[config.mk]
export PLATFORM = sky130hd
export DESIGN_NAME = alu_sequencer
export DESIGN_NICKNAME = d
export VERILOG_FILES = /design/src/rtl/alu_sequencer.sv
export SDC_FILE = /design/constraint.sdc
export NUM_CORES = 1
export LEC_CHECK = 0
export ABC_AREA = 1
export CAP_MARGIN = 25
export CORE_MARGIN = 2
export CORE_UTILIZATION = 30
export CTS_CLUSTER_DIAMETER = 80
export DETAILED_ROUTE_END_ITERATION = 10
export GPL_ROUTABILITY_DRIVEN = 0
export SKIP_LAST_GASP = 1
export SLEW_MARGIN = 20
export SYNTH_ARGS = -nofsm -noshare
export SYNTH_HDL_FRONTEND = slang
export SYNTH_SLANG_ARGS = --single-unit
[constraint.sdc]
create_clock -name CLK -period 2.6 [get_ports CLK]
set_clock_uncertainty 0.1 [all_clocks]
set_input_delay 0.78 -clock CLK [delete_from_list [all_inputs] [get_ports CLK]]
set_output_delay 0.78 -clock CLK [all_outputs]
set_load 0.05 [all_outputs]
[src/rtl/alu_sequencer.sv]
// alu_sequencer: FIFO-buffered instruction issue sequencer stepping ISSUE/DECODE/EXEC/WRITE
module alu_sequencer #(
  parameter int DEPTH = 4,
  parameter int PTR_W = 2,
  parameter int CNT_W = 8
) (
  input  logic             CLK,
  input  logic             RST,
  input  logic             InValid,
  input  logic [15:0]      InInstr,
  output logic             InReady,
  input  logic             Halt,
  output logic [15:0]      DecInstr,
  input  logic             DecValid,
  output logic             Wen,
  output logic             Rdy,
  output logic             Busy,
  output logic             Err,
  input  logic             ErrClr,
  output logic [CNT_W-1:0] RetCount
);
  typedef enum logic [2:0] {IDLE, ISSUE, DECODE, EXEC, WRITE} state_t;
  state_t state;
  logic [15:0] mem [DEPTH];
  logic [PTR_W-1:0] wr_ptr, rd_ptr;
  logic [PTR_W:0] count;
  logic valid_q, pop, push;
  assign InReady = count != (PTR_W+1)'(DEPTH);
  assign pop = (state == IDLE || state == WRITE) && count != '0 && !Halt;
  assign push = InValid && (InReady || pop);
  assign Busy = state != IDLE || count != '0;
  always_ff @(posedge CLK) begin
    if (RST) begin
      state <= IDLE;
      wr_ptr <= '0;
      rd_ptr <= '0;
      count <= '0;
      DecInstr <= '0;
      valid_q <= 1'b0;
      Wen <= 1'b0;
      Rdy <= 1'b0;
      Err <= 1'b0;
      RetCount <= '0;
    end else begin
      if (push) begin
        mem[wr_ptr] <= InInstr;
        wr_ptr <= wr_ptr + 1'b1;
      end
      if (pop) begin
        DecInstr <= mem[rd_ptr];
        rd_ptr <= rd_ptr + 1'b1;
      end
      count <= count + (PTR_W+1)'(push) - (PTR_W+1)'(pop);
      state <= pop ? ISSUE : state == ISSUE ? DECODE : state == DECODE ? EXEC : state == EXEC ? WRITE : IDLE;
      if (state == DECODE) valid_q <= DecValid;
      Wen <= state == EXEC && valid_q;
      Rdy <= state == EXEC;
      if (state == WRITE && valid_q) RetCount <= RetCount + 1'b1;
      Err <= (state == WRITE && !valid_q) || (Err && !ErrClr);
    end
  end
endmodule

---- Word-level counts from Yosys, hierarchy flattened ----
Memories as Yosys holds them, arrays and structs flattened. A register that Yosys moved wholly into a read port is not among the register bits.
Index checks and enable logic that the tools add are counted.
Widths: inputs -> output; s select.
storage, ports and cells
  bits in writable memories ............... 64
  output and inout bits ................... 29
  memories kept ........................... 1
  register bits after elaboration ......... 22
  logic and storage cells ................. 48
  bits of input ports ..................... 22
operators by class
  add/subtract/negate cells ............... 5
  equality and inequality tests ........... 5
  multiplexer cells ....................... 7
  reduce and logical (&&, ||, !) cells .... 19
memory list
  name  words  width  read ports  clocked after Yosys merged registers in  write ports  RTL line  RTL
  mem   4      16     1           1                                        1            24        logic [15:0] mem [DEPTH];
operators by type and width
  operator             number
  $add 8x1->8 const B  1
  $logic_and 1x1->1    7
  $eq 3x2->1 const B   2
  $reduce_bool 3->1    2
  $add 2x1->2 const B  2
  $logic_or 1x1->1     4
  $mux 1               4
  $mux 2               2
  $reduce_or 4->1      1
  $add 3x1->3          1
  $eq 3x1->1 const B   1
  $eq 3x3->1 const B   1
  $logic_not 1->1      3
  $logic_not 3->1      1
  $mux 3               1
  $ne 3x3->1 const B   1
  $sub 3x1->3          1
  $reduce_or 2->1      1

---- Depth between registers and ports, before layout ----
  depth after elaboration ................. 9
  gate-level depth with buffers ........... 14
  depth with buffers taken out ............ 13

---- Worst setup path after synthesis ----
Ideal clock, no wire load.
  path type ............................... input to register
  start point ............................. in Halt
  end point ............................... mem mem[0][0] (enable)
  slack ................................... 0.261 ns
  library setup time ...................... 0.389 ns
  path buffers ............................ 0
  data required time ...................... 2.111 ns
  data arrival time ....................... 1.850 ns
  stages .................................. 5
  path through ............................ inv_1 nand2_1 nand2_1 nand3_1 nor2_1
on the way
  word-level cells in the longest chain between the ends .. 7
ends and longest elaborated chain
  item                          RTL line  RTL
  from (decl)                   12        input logic Halt,
  $logic_not 1->1               29        assign pop = (state == IDLE || state == WRITE) && count != '0 && !Halt;
  $logic_and 1x1->1             29
  $logic_or 1x1->1              30        assign push = InValid && (InReady || pop);
  $logic_and 1x1->1             30
  $mux 1                        45        if (push) begin
  $mux 1                        33        if (RST) begin
  $mux 1 (not written as such)  46        mem[wr_ptr] <= InInstr;
  to (decl)                     24
No other way between the ends.

---- Worst setup path in the final report ----
  start point ............................. reg RetCount[0]
  end point ............................... out RetCount[0]
RTL lines
  item                    RTL line  RTL
  from (decl)             20        output logic [CNT_W-1:0] RetCount
  from (signal assigned)  58        if (state == WRITE && valid_q) RetCount <= RetCount + 1'b1;
No word-level cell between the ends.

==> results by group <==
Run status
  – Status: finished clean

Clock network
  – Post-CTS Setup Bufs: 0
  – Clock latency on the worst-skew pair: 0.34 ns
  – Clock Path Buffers: 2
  – TritonCTS buffer count: 9
  – Clk sinks: 102
  – CTS clk-pin slew, worst paths: 0.06 ns
  – Clk root buf: clkbuf_16
  – H-tree levels: 3
  – CTS tree: yes
  – Post-CTS Hold Buffers: 0

Placement
  – Port bufs: 50
  – Placed Cells: 610
  – Post-DP HPWL: 5440 microns
  – DP Area: 0.00480 sq mm
  – Post-place setup slack: -0.237 ns

Synthesis
  – Syn Inst Count: 388
  – Top_reg_cell synth: edfxtp_1
  – Register bit count reported by yosys: 102
  – Post-synth ARST share: 0%
  – Yosys cell types: 28
  – Number of synthesized flops with an enable pin: 64
  – Syn_area_per_cell: 10.4 sq um
  – Mapped Nets: 418
  – Synth warn: 0
  – Sequential share of the synthesized area: 66.3%
  – Mapped Area: 0.00405 sq mm

Critical path
  – Worst-path cell chain: clkdlybuf4s50_1
  – Worst-case reg-to-reg path depth: 11
  – CP required: 1.72 ns
  – Critical R2R Launch: count[1]
  – WP buf/inv: 1
  – Worst setup SP type: flop
  – Crit-path leading delay family: buffers and inverters
  – Slowest stage delay, CP: 0.83 ns
  – Crit Path Category: reg -> out
  – Critical R2R Capture: count[2]
  – Slowest CP cell: clkdlybuf4s50_1
  – Worst EP arrival: 1.56 ns
  – Crit path capture type: output pin
  – Reg2Reg Setup Slack: 0.49 ns
  – Max Fanout on Critical Path: 4

Finish
  – Final #Nets: 475
  – Cell area after layout: 0.00506 sq mm
  – Final cell count without fillers: 626
  – Area grow syn2layout: 25.1%
  – Diode count: 0
  – Layout Utilization: 38.4%
  – Layout cells sized above 1: 7.56%

Min path
  – WHS Path Cells: 2
  – Hold Crit Start: Err
  – HP Class: reg -> reg
  – Hold Crit Endpoint: Err

STA
  – Setup violators final: 0
  – Final TNS setup: 0 ns
  – Crit share post-route: 93.9%
  – Max Slew Vio Count: 0
  – Achievable frequency: 410 MHz
  – Period minus WS final: 2.44 ns
  – Setup ws final: 0.158 ns
  – Max_slew headroom: 64.0%
  – Final hold vios: 0
  – RSZ-0062 raised after global routing: no
  – Worst Max-Slew Pin Slew: 0.539 ns

Global route
  – GR Overflow Total: 0
  – First-pass GRT wire length: 13700 microns
  – GRT Overall Usage: 12.2%
  – Antenna violations before repair: 0
  – Largest net degree at the start of global routing: 35
  – Vias in the first global route: 2805

Floorplanning
  – Initial Util: 30.7%
  – CORE AREA: 0.0132 sq mm
  – Rows: 42
  – IO Count: 51
  – Die Y: 120 microns
  – Die W: 120 microns
  – Die area: 0.0144 sq mm

Routing
  – ANT nets after route: 0
  – Detailed Routing Iterations Pass 1: 4
  – Via Count: 2804
  – Wire length after detailed routing: 8220 microns
  – Vias per cell: 4.48
  – # DRC: 0
  – Routed WL per cell: 13.1 microns
  – Initial DRC Count: 124

Power and ir drop
  – Maximum VDD drop: 591 uV
  – PD cells: 937 mW/mm^2
  – Leakage: 1.84 nW

Flow run
  – Max Cap Viol: 0
## how the worst max path moves through the flow
stage | from | end | slack (ns) | depth (start not counted)
after floorplan | Halt | mem[0][0] | 0.26 | 5
after global placement | Halt | count[2] | -0.16 | 13
after detailed placement | Halt | count[2] | -0.24 | 13
after CTS | Halt | count[2] | 0.12 | 13
after global routing | RetCount[0] | RetCount[0] | 0.09 | 1
final | RetCount[0] | RetCount[0] | 0.16 | 1
## cell usage after synthesis, drive strengths merged (2+ instances only)
| library cell | n | area, sq um |
|---|---|---|
| o21ai | 68 | 340 |
| clkbuf | 3 | 12.5 |
| dfxtp | 38 | 761 |
| nand4 | 2 | 12.5 |
| ha | 7 | 87.6 |
| nor3 | 3 | 15.0 |
| buf | 14 | 86.3 |
| nand2 | 30 | 118 |
| nor2 | 102 | 409 |
| a21oi | 13 | 65.1 |
| edfxtp | 64 | 1920 |
| nand3 | 8 | 40.0 |
| inv | 29 | 111 |
| xor2 | 3 | 26.3 |
## through the flow
step	hold WS, ns	power, mW
after floorplan	0.383	3.14
after global placement	0.353	3.59
after detailed placement	0.376	3.61
after CTS	0.387	4.82
after global routing	0.403	5.03
final	0.382	4.75
## flip-flops by register name, indices dropped and copies added (netlist names), 2 cells and up
register and flops:
mem 64, DecInstr 16, RetCount 8, count 3
state 3, rd_ptr 2, wr_ptr 2
## cells by family (layout without fill, tap and decap cells)
| group | after synthesis | count (layout) | share of synthesized area (%) |
|---|---|---|---|
| simple gates | 147 | 147 | 15.0 |
| flops | 102 | 102 | 66.3 |
| compound gates | 81 | 81 | 10.0 |
| buf+inv | 46 | 108 | 5.19 |
| fa+ha+maj | 8 | 8 | 2.66 |
| xor+xnor | 4 | 4 | 0.865 |
## area by class of cell
| cell class | count | area, sq um |
|---|---|---|
| clock buffer | 12 | 236 |
| multi-input combinational | 240 | 1160 |
| timing repair buffer | 63 | 634 |
| inverter | 29 | 111 |
| tap | 176 | 220 |
| sequential | 102 | 2680 |
| fill | 1282 | 8130 |
| clock inverter | 4 | 23.8 |
## layer usage
layer	GRT usage, %	wire length (microns)	vias to the layer above
li1	-	-	1416
met1	15.1	3790	1333
met2	20.7	3970	47
met3	3.87	370	8
met4	3.09	81	0
met5	0	0	-
## power by group
part / switching [mW] / internal (mW)
sequential: 0.122 / 1.92
clock: 0.548 / 0.645
combinational: 1.02 / 0.496
## repair_timing
action,4_1_cts,5_1_grt
gates resized for setup,1,1
pin swaps,0,0
endpoints found under the setup margin,1,1
## cells in the final DEF (no fill, tap or decap), types with 3 or more instances in the layout
master	count
xor2_1	3
inv_2	3
dfxtp_1	38
nor3_1	3
buf_12	3
nand3_1	8
nand2_1	28
nor2_1	99
o21ai_1	20
clkbuf_1	3
ha_1	7
a21oi_1	13
inv_1	25
buf_4	11
clkdlybuf4s50_1	47
o21ai_0	48
edfxtp_1	64
clkbuf_16	9
Power figures use the tool's default switching activity.
